==> config.mk <==
export PLATFORM = sky130hd
export DESIGN_NAME = ct_accum_stream
export DESIGN_NICKNAME = d
export VERILOG_FILES = /design/src/rtl/ct_accum_stream_pkg.sv /design/src/rtl/ct_modadd_vec.sv /design/src/rtl/ct_accum_stream.sv
export SDC_FILE = /design/constraint.sdc
export NUM_CORES = 1
export LEC_CHECK = 0
export CORE_MARGIN = 8
export CORE_UTILIZATION = 60
export DETAILED_ROUTE_END_ITERATION = 16
export PLACE_DENSITY = 0.93
export RECOVER_POWER = 25
export SYNTH_ARGS = -nofsm -noshare
export SYNTH_HDL_FRONTEND = slang
export SYNTH_SLANG_ARGS = --single-unit
==> constraint.sdc <==
create_clock -name clk -period 12.4 [get_ports clk]
set_input_delay 2.48 -clock clk [delete_from_list [all_inputs] [get_ports clk]]
set_output_delay 2.48 -clock clk [all_outputs]
set_load 0.02 [all_outputs]
==> src/rtl/ct_accum_stream_pkg.sv <==
// Shared types and constants for the ciphertext stream accumulator.
package ct_accum_stream_pkg;

    localparam int unsigned N_SLOTS_L = 8;
    localparam int unsigned W_BITS_L  = 16;
    localparam logic [W_BITS_L-1:0] QP = 16'd7710;
    localparam int unsigned MAX_TERMS = 16;
    localparam int unsigned CW        = $clog2(MAX_TERMS + 1);

    typedef logic [N_SLOTS_L-1:0][W_BITS_L-1:0] vec_t;

    typedef struct packed {
        vec_t a;
        vec_t b;
    } CT_t;

    typedef logic [1:0] ct_acc_state_t;

    localparam ct_acc_state_t S_EMPTY = 2'd0;
    localparam ct_acc_state_t S_ACC   = 2'd1;
    localparam ct_acc_state_t S_DONE  = 2'd2;

    // True when any coefficient of the vector lies outside [0, QP).
    function automatic logic vec_out_of_range(input vec_t v);
        logic r;
        r = 1'b0;
        for (int i = 0; i < int'(N_SLOTS_L); i++) begin
            r = r | (v[i] >= QP);
        end
        return r;
    endfunction

endpackage

==> src/rtl/ct_modadd_vec.sv <==
// Slot-wise modular addition of two coefficient vectors (operands assumed < QP).
module ct_modadd_vec #(
    parameter int unsigned N  = 8,
    parameter int unsigned W  = 16,
    parameter logic [W-1:0] QP = W'(7710)
) (
    input  logic [N-1:0][W-1:0] op_a,
    input  logic [N-1:0][W-1:0] op_b,
    output logic [N-1:0][W-1:0] sum_c
);

    for (genvar i = 0; i < int'(N); i++) begin : g_slot
        logic [W:0] s;
        assign s        = (W+1)'(op_a[i]) + (W+1)'(op_b[i]);
        assign sum_c[i] = (s >= (W+1)'(QP)) ? W'(s - (W+1)'(QP)) : W'(s);
    end

endmodule

==> src/rtl/ct_accum_stream.sv <==
// Streaming accumulator: sums a packet of ciphertexts mod QP and emits the total.
// Optional range checking is enabled with CT_ACCUM_RANGE_CHECK_EN.
module ct_accum_stream
    import ct_accum_stream_pkg::*;
(
    input  logic          clk,
    input  logic          rst,
    input  logic          in_valid,
    output logic          in_ready,
    input  CT_t           in_ct,
    input  logic          in_last,
    output logic          out_valid,
    input  logic          out_ready,
    output CT_t           out_ct,
    output logic [CW-1:0] out_count
`ifdef CT_ACCUM_RANGE_CHECK_EN
    ,
    output logic          out_err
`endif
);

    ct_acc_state_t state_q, state_d;
    CT_t           acc_q, acc_d;
    logic [CW-1:0] count_q, count_d;
    logic          out_valid_q, out_valid_d;
    logic          in_ready_q, in_ready_d;
    vec_t          sum_a_c, sum_b_c;
    logic          accept_c;

    assign accept_c = in_valid && in_ready_q;

    ct_modadd_vec #(.N(N_SLOTS_L), .W(W_BITS_L), .QP(QP)) u_add_a (
        .op_a  (acc_q.a),
        .op_b  (in_ct.a),
        .sum_c (sum_a_c)
    );

    ct_modadd_vec #(.N(N_SLOTS_L), .W(W_BITS_L), .QP(QP)) u_add_b (
        .op_a  (acc_q.b),
        .op_b  (in_ct.b),
        .sum_c (sum_b_c)
    );

    // Next-state, accumulator and count update.
    always_comb begin
        state_d = state_q;
        acc_d   = acc_q;
        count_d = count_q;
        case (state_q)
            S_EMPTY: begin
                if (accept_c) begin
                    acc_d   = in_ct;
                    count_d = CW'(1);
                    state_d = (in_last || (MAX_TERMS == 1)) ? S_DONE : S_ACC;
                end
            end
            S_ACC: begin
                if (accept_c) begin
                    acc_d.a = sum_a_c;
                    acc_d.b = sum_b_c;
                    count_d = count_q + CW'(1);
                    if (in_last || (count_q + CW'(1) == CW'(MAX_TERMS))) begin
                        state_d = S_DONE;
                    end
                end
            end
            S_DONE: begin
                if (out_ready) begin
                    acc_d   = '0;
                    count_d = '0;
                    state_d = S_EMPTY;
                end
            end
            default: state_d = S_EMPTY;
        endcase
        out_valid_d = (state_d == S_DONE);
        in_ready_d  = (state_d != S_DONE);
    end

    always_ff @(posedge clk) begin
        if (rst) begin
            state_q     <= S_EMPTY;
            acc_q       <= '0;
            count_q     <= '0;
            out_valid_q <= 1'b0;
            in_ready_q  <= 1'b1;
        end else begin
            state_q     <= state_d;
            acc_q       <= acc_d;
            count_q     <= count_d;
            out_valid_q <= out_valid_d;
            in_ready_q  <= in_ready_d;
        end
    end

    assign in_ready  = in_ready_q;
    assign out_valid = out_valid_q;
    assign out_ct    = acc_q;
    assign out_count = count_q;

`ifdef CT_ACCUM_RANGE_CHECK_EN
    logic err_q, err_d;
    logic bad_c;

    assign bad_c = vec_out_of_range(in_ct.a) | vec_out_of_range(in_ct.b);

    // Sticky flag across the packet, cleared when the result is taken.
    always_comb begin
        err_d = err_q;
        case (state_q)
            S_EMPTY: if (accept_c) err_d = bad_c;
            S_ACC:   if (accept_c) err_d = err_q | bad_c;
            S_DONE:  if (out_ready) err_d = 1'b0;
            default: err_d = 1'b0;
        endcase
    end

    always_ff @(posedge clk) begin
        if (rst) begin
            err_q <= 1'b0;
        end else begin
            err_q <= err_d;
        end
    end

    assign out_err = err_q;
`endif

endmodule
==> out/results.tsv, run 1 <==
metric	value	unit
cp_max_fo	11	
synthAdderAreaFrac	0.126	
arrival	7000	ps
final_common_cell	clkdlybuf4s50_1	
synth.avg_cell_area	7.49	µm²
path_class	in -> reg	
cts_tree	done	
synth-seq-cells	265	
grt_max_degree	179	
final-seq-area	5310	µm²
max_freq	151	MHz
io_pins	524	
hold_end	out_count[1]$_SDFFE_PP0P_	
synthMuxAreaShare	0.0144	
internal_power	2.97	mW
r2r_start	out_ct[160]$_SDFFE_PP0P_	
port_buffers	523	
wl	111000	µm
routedWlPerCell	21.8	µm
grt_pass1_wl	173000	µm
power_per_cell_area	150	nW/µm²
dieArea	57800	µm²
synth-edff-count	0	
vdd_drop_max	0.124	mV
slew_violations	0	
setup_viol	0	
synth_top_family_by_area	compound AO/OA/AOI/OAI gates	
drt.antenna.violating_nets	0	
synthSimpleGateAreaFrac	0.235	
p_leak	15.4	nW
final.setup.tns	0	ps
grt-ovfl-total	0	
clockBufferDepth	3	
p_clk_frac	0.189	
clk-insertion-delay-late	560	ps
syn-num-nets	4592	
cts_hold_buffers	0	
drt_pass1_iterations	6	
crit_path_start	in_ct[160]	
final_cell_mix	clkdlybuf4s50_1, a21oi_1, nor2_1, ha_1, dfxtp_1	
synth.distinct_cells	94	
postCtsSetupRepairBufs	0	
htreeDepth	2	
critPathLaunchType	input pin	
netlist_area	30200	µm²
crit_chain	clkdlybuf4s50_1 -> ha_1 -> fa_1 -> a21o_1 -> a221oi_1 -> xor2_1 -> nand2b_1 -> nor4_1 -> a211oi_1 -> nor3_1 -> mux2_1 -> a221oi_1 -> nor3_1	
synth_compound_area_frac	0.320	
cts_resized	0	
grt_util_all_layers	0.360	
ys.flop_type	dfxtp_1	
rsz0062_at_grt	false	
rr_worst_depth	12	
drv_cap	0	
required	12800	ps
timing.final.crit_share	0.533	
cts_buffers	36	
cts.sinks	265	
synth_xor_xnor_area_share	0.0878	
fp.dieW	240	µm
switchingPower	2.55	mW
seqPwrFrac	0.200	
cp_num_buf_inv	1	
fillers	3794	
fin_worst_skew	17.4	ps
reg2reg_slack	7880	ps
critPathCaptureType	register	
viasPerCell	6.80	
post-route-util	0.737	
ys.warnings.count	0	
multiInputGateArea	23700	µm²
area_delta_synth_final	21.7	%
reg2reg_to	out_ct[162]$_SDFFE_PP0P_	
antenna_found_initial	12	
status	complete, no violations	
hold_slack	479	ps
initial_utilization	0.605	
ys_seq_area_frac	0.175	
min-delay-start	out_count[1]$_SDFFE_PP0P_	
drive_gt1_frac	0.0326	
min_period	6600	ps
worst_pin_slew	1260	ps
drt_iter0_drc	3497	
row_count	82	
synthCells	4037	
core_region_area	50000	µm²
cts_root_buf	clkbuf_16	
dp_hpwl	80800	µm
critPathMaxStageDelay	1020	ps
detailroute.via_count	34700	
grt_pass1_vias	32300	
async_reset_ff_frac	0	
nets	4951	
cp_slowest_cell	nor3_1	
drcViolationCount	0	
routabilityCongestion	0.993	
die_y	240	µm
slew_headroom	0.156	
path_delay_family	simple AND/OR/NAND/NOR gates	
combPwrFrac	0.611	
hold_path_depth	2	
final-hold-violation-count	0	
p_sw_frac	0.462	
hp-class	reg -> reg	
clk_pin_slew	60	ps
==> layer usage <==
metal	GRT usage	part of all wire	vias up
met3	0.0845	0.10	435
met4	0.213	0.064	6
li1	-	-	16200
met1	0.435	0.39	16200
met2	0.578	0.45	1848
met5	0	0.00032	-
==> power by group through the flow <==
stage / logic, mW / clock network [mW] / registers (mW)
floorplan: 2.26 / 0 / 1.23
global placement: 3.22 / 0 / 1.11
detailed placement: 3.29 / 0 / 1.12
CTS: 3.32 / 1.05 / 1.10
global route: 3.66 / 1.08 / 1.12
finish: 3.38 / 1.04 / 1.11
==> cell type report <==
type,instances,share of cell area
Multi-Input combinational cell,3439,0.644
Sequential cell,265,0.144
Clock buffer,51,0.0274
Clock inverter,10,0.00282
Tap cell,672,0.0228
Inverter,113,0.0117
Timing Repair Buffer,541,0.146
Antenna cell,11,0.000748
==> synthesized netlist by cell type (all sizes together) (12+ instances only) <==
library cell / number / area (µm²)
nor3b: 26 / 195
nand4b: 14 / 123
or2: 30 / 188
a211o: 28 / 245
nor4: 16 / 128
nor2b: 48 / 300
inv: 113 / 424
ha: 278 / 3480
and2: 45 / 282
a211oi: 94 / 726
a31oi: 67 / 419
a21boi: 14 / 105
nand3: 143 / 721
clkbuf: 203 / 762
o2111ai: 20 / 175
nand4: 65 / 407
o31ai: 15 / 113
xor2: 112 / 981
mux2i: 22 / 220
o21ai: 210 / 1050
a21oi: 385 / 1930
nand3b: 19 / 143
a2111o: 14 / 158
a2111oi: 18 / 190
a221oi: 78 / 707
or4: 20 / 150
o22ai: 110 / 688
fa: 16 / 320
nand2b: 37 / 231
o21bai: 27 / 203
dfxtp: 265 / 5310
o21a: 54 / 405
or3: 45 / 282
a21o: 98 / 736
and3: 157 / 982
nand2: 208 / 781
nor2: 323 / 1210
and4: 12 / 105
xnor2: 191 / 1670
o211ai: 61 / 458
nor3: 130 / 651
mux2: 19 / 214
a311oi: 22 / 193
buf: 17 / 77.6
o211a: 12 / 120
==> worst min-delay path, cell delays in order, from the launching register on <==
cell and delay, ps:
dfxtp_1 330, nand2_1 60, a21oi_1 50
==> worst max path at each step <==
| stage | end | slack (ps) | cells after the start |
|---|---|---|---|
| after floorplan | out_ct[11]$_SDFFE_PP0P_ | 6630 | 12 |
| after global placement | out_ct[162]$_SDFFE_PP0P_ | 5520 | 12 |
| after detailed placement | out_ct[162]$_SDFFE_PP0P_ | 5440 | 12 |
| after CTS | out_ct[162]$_SDFFE_PP0P_ | 6000 | 13 |
| after global routing | out_ct[162]$_SDFFE_PP0P_ | 5370 | 13 |
| final | out_ct[162]$_SDFFE_PP0P_ | 5800 | 13 |
==> logic make-up (layout without fill, tap and decap cells) <==
| kind of cell | after synthesis | in the layout |
|---|---|---|
| AOI/OAI and AO/OA | 1438 | 1438 |
| and+or+nand+nor | 1363 | 1363 |
| buffers and inverters | 333 | 715 |
| xor gates and xnor gates | 303 | 303 |
| adders and majority gates | 294 | 294 |
| DFF | 265 | 265 |
| muxes | 41 | 41 |
| other | 0 | 11 |
==> sequential cells by signal, summed over array words and instances, names as in the netlist <==
| signal | flops |
|---|---|
| out_ct | 256 |
| state_q | 2 |
| in_ready | 1 |
| out_valid | 1 |
| out_count | 5 |
==> through the flow <==
step           worst slack [ps]  instance area [µm²]  total power [mW]  cells
6_report                   5800                36800              5.52   5102
3_3_place_gp               5520                35700              4.33   5030
4_1_cts                    6000                36800              5.47   5091
5_1_grt                    5370                36800              5.85   5100
2_1_floorplan              6630                30200              3.49   4037
3_5_place_dp               5440                35700              4.41   5030
Power figures use the tool's default switching activity.
==> run 2, diff against run 1 <==
--- a/config.mk
+++ b/config.mk
@@ -6,9 +6,9 @@
 export NUM_CORES = 1
 export LEC_CHECK = 0
 export CORE_MARGIN = 8
-export CORE_UTILIZATION = 60
+export CORE_UTILIZATION = 55
 export DETAILED_ROUTE_END_ITERATION = 16
-export PLACE_DENSITY = 0.93
+export PLACE_DENSITY = 0.87
 export RECOVER_POWER = 25
 export SYNTH_ARGS = -nofsm -noshare
 export SYNTH_HDL_FRONTEND = slang
==> constraint.sdc (replaced) <==
create_clock -name clk -period 6.16 [get_ports clk]
set_input_delay 1.232 -clock clk [delete_from_list [all_inputs] [get_ports clk]]
set_output_delay 1.232 -clock clk [all_outputs]
set_load 0.02 [all_outputs]
==> run 2 against run 1 <==
  * The flow now finishes with violations (capacitance limit, slew limit)
  * Cell area up 0.62%
  * Power up 100%
  * Die area up 8.5%
  * Count of clock-buffer cells in the layout is 1 higher
==> out/results.tsv, run 2 (synthesized netlist as in run 1, its figures left out) <==
metric	value	unit
status	finished with violations	
violations	capacitance limit, slew limit	
core_region_area	54800	µm²
area_delta_synth_final	22.5	%
port_buffers	523	
slew_violations	131	
wl	109000	µm
arrival	5400	ps
postCtsSetupRepairBufs	0	
final-hold-violation-count	0	
max_freq	200	MHz
cts_hold_buffers	0	
hold_path_depth	2	
final_common_cell	clkdlybuf4s50_1	
required	6560	ps
cts_root_buf	clkbuf_16	
fin_worst_skew	14.1	ps
p_sw_frac	0.455	
drt.antenna.violating_nets	0	
switchingPower	5.10	mW
htreeDepth	2	
internal_power	6.11	mW
final_cell_mix	clkdlybuf4s50_1, a21oi_1, nor2_1, ha_1, dfxtp_1	
die_y	250	µm
clockBufferDepth	3	
dieArea	62700	µm²
clk-insertion-delay-late	550	ps
nets	4963	
cp_max_fo	7	
rr_worst_depth	11	
min_period	5000	ps
grt_util_all_layers	0.323	
routedWlPerCell	21.2	µm
cts_tree	done	
timing.final.crit_share	0.812	
rsz0062_at_grt	false	
viasPerCell	6.63	
critPathCaptureType	register	
seqPwrFrac	0.197	
largest_reg_flops	256	
p_leak	15.5	nW
drt_iter0_drc	3047	
final.setup.tns	0	ps
r2r_start	out_ct[100]$_SDFFE_PP0P_	
drive_gt1_frac	0.0354	
slew_headroom	-1.40	
drcViolationCount	0	
reg2reg_to	out_ct[98]$_SDFFE_PP0P_	
critPathLaunchType	input pin	
grt_pass1_wl	170000	µm
drv_cap	2	
drt_pass1_iterations	8	
grt_max_degree	133	
path_class	in -> reg	
grt-ovfl-total	0	
row_count	86	
fin_ws	1160	ps
detailroute.via_count	34100	
cts_resized	0	
initial_utilization	0.552	
combPwrFrac	0.606	
p_clk_frac	0.196	
cts.sinks	265	
vdd_drop_max	0.219	mV
hold_end	out_count[1]$_SDFFE_PP0P_	
pre_cts_ws	722	ps
cts_buffers	36	
hp-class	reg -> reg	
clk_pin_slew	50	ps
worst_pin_slew	3590	ps
setup_viol	0	
antenna_found_initial	20	
power_per_cell_area	303	nW/µm²
dp_hpwl	81300	µm
fp.dieW	250	µm
grt_pass1_vias	31500	
routabilityCongestion	0.985	
io_pins	524	
min-delay-start	out_count[1]$_SDFFE_PP0P_	
reg2reg_slack	1990	ps
-- run 2: changes by cell type in the layout (fill, tap and decap cells not counted), sizes merged --
cell and delta:
clkinvlp +1, diode +5, dlygate4sd3 -1, clkdlybuf4s50 +1
clkbuf +2, buf +11, clkinv -2, bufinv +2
-- run 2: critical path, stage by stage --
cell and delay [ps]:
clkdlybuf4s50_1 440, ha_1 390, a211oi_1 420, o211ai_1 290, a2111oi_1 510, a211oi_1 130, nor4_1 360, nand2_1 220
o21ai_1 650, mux2_1 380, a221oi_1 270, nor3_1 100
-- run 2: stage by stage --
step / area [µm²] / total power, mW / utilization / cells / hold WS (ps)
after global routing: 37000 / 11.9 / 0.676 / 5148 / 528
after floorplan: 30200 / 7.03 / - / 4037 / 552
after detailed placement: 35800 / 8.90 / 0.654 / 5074 / 496
after global placement: 35800 / 8.81 / 0.654 / 5074 / 471
after CTS: 37000 / 11.2 / 0.676 / 5137 / 504
final: 37000 / 11.2 / 0.676 / 5153 / 500
-- run 2: layer usage --
layer | up-vias | routed length (µm) | global-route usage
li1 | 16200 | - | -
met1 | 16000 | 45200 | 0.414
met2 | 1656 | 48600 | 0.520
met3 | 300 | 10200 | 0.0643
met4 | 8 | 5380 | 0.145
met5 | - | 49 | 0
-- run 2: worst max-delay path by stage --
stage | startpoint | cells after the start | end | slack, ps
6_report | in_ct[100] | 12 | out_ct[98]$_SDFFE_PP0P_ | 1160
5_1_grt | in_ct[100] | 12 | out_ct[98]$_SDFFE_PP0P_ | 880
2_1_floorplan | in_ct[0] | 12 | out_ct[11]$_SDFFE_PP0P_ | 1630
3_3_place_gp | in_ct[16] | 14 | out_ct[18]$_SDFFE_PP0P_ | 830
4_1_cts | in_ct[16] | 14 | out_ct[18]$_SDFFE_PP0P_ | 1310
3_5_place_dp | in_ct[16] | 14 | out_ct[18]$_SDFFE_PP0P_ | 720
-- run 2: area by class of cell --
type | instances | area, µm²
flip-flops and latches | 265 | 5310
multi-input cells | 3439 | 23700
diodes | 16 | 40.0
inverters | 113 | 432
fillers | 4656 | 17700
well taps | 704 | 881
clock inverters | 11 | 158
repair buffers | 553 | 5490
clock buffers | 52 | 1030
-- run 2: power by group through the flow --
stage,clock (mW),combinational [mW],sequential (mW)
final,2.20,6.80,2.21
after global routing,2.30,7.39,2.24
after global placement,0,6.57,2.24
after detailed placement,0,6.66,2.24
after floorplan,0,4.55,2.48
after CTS,2.23,6.72,2.21
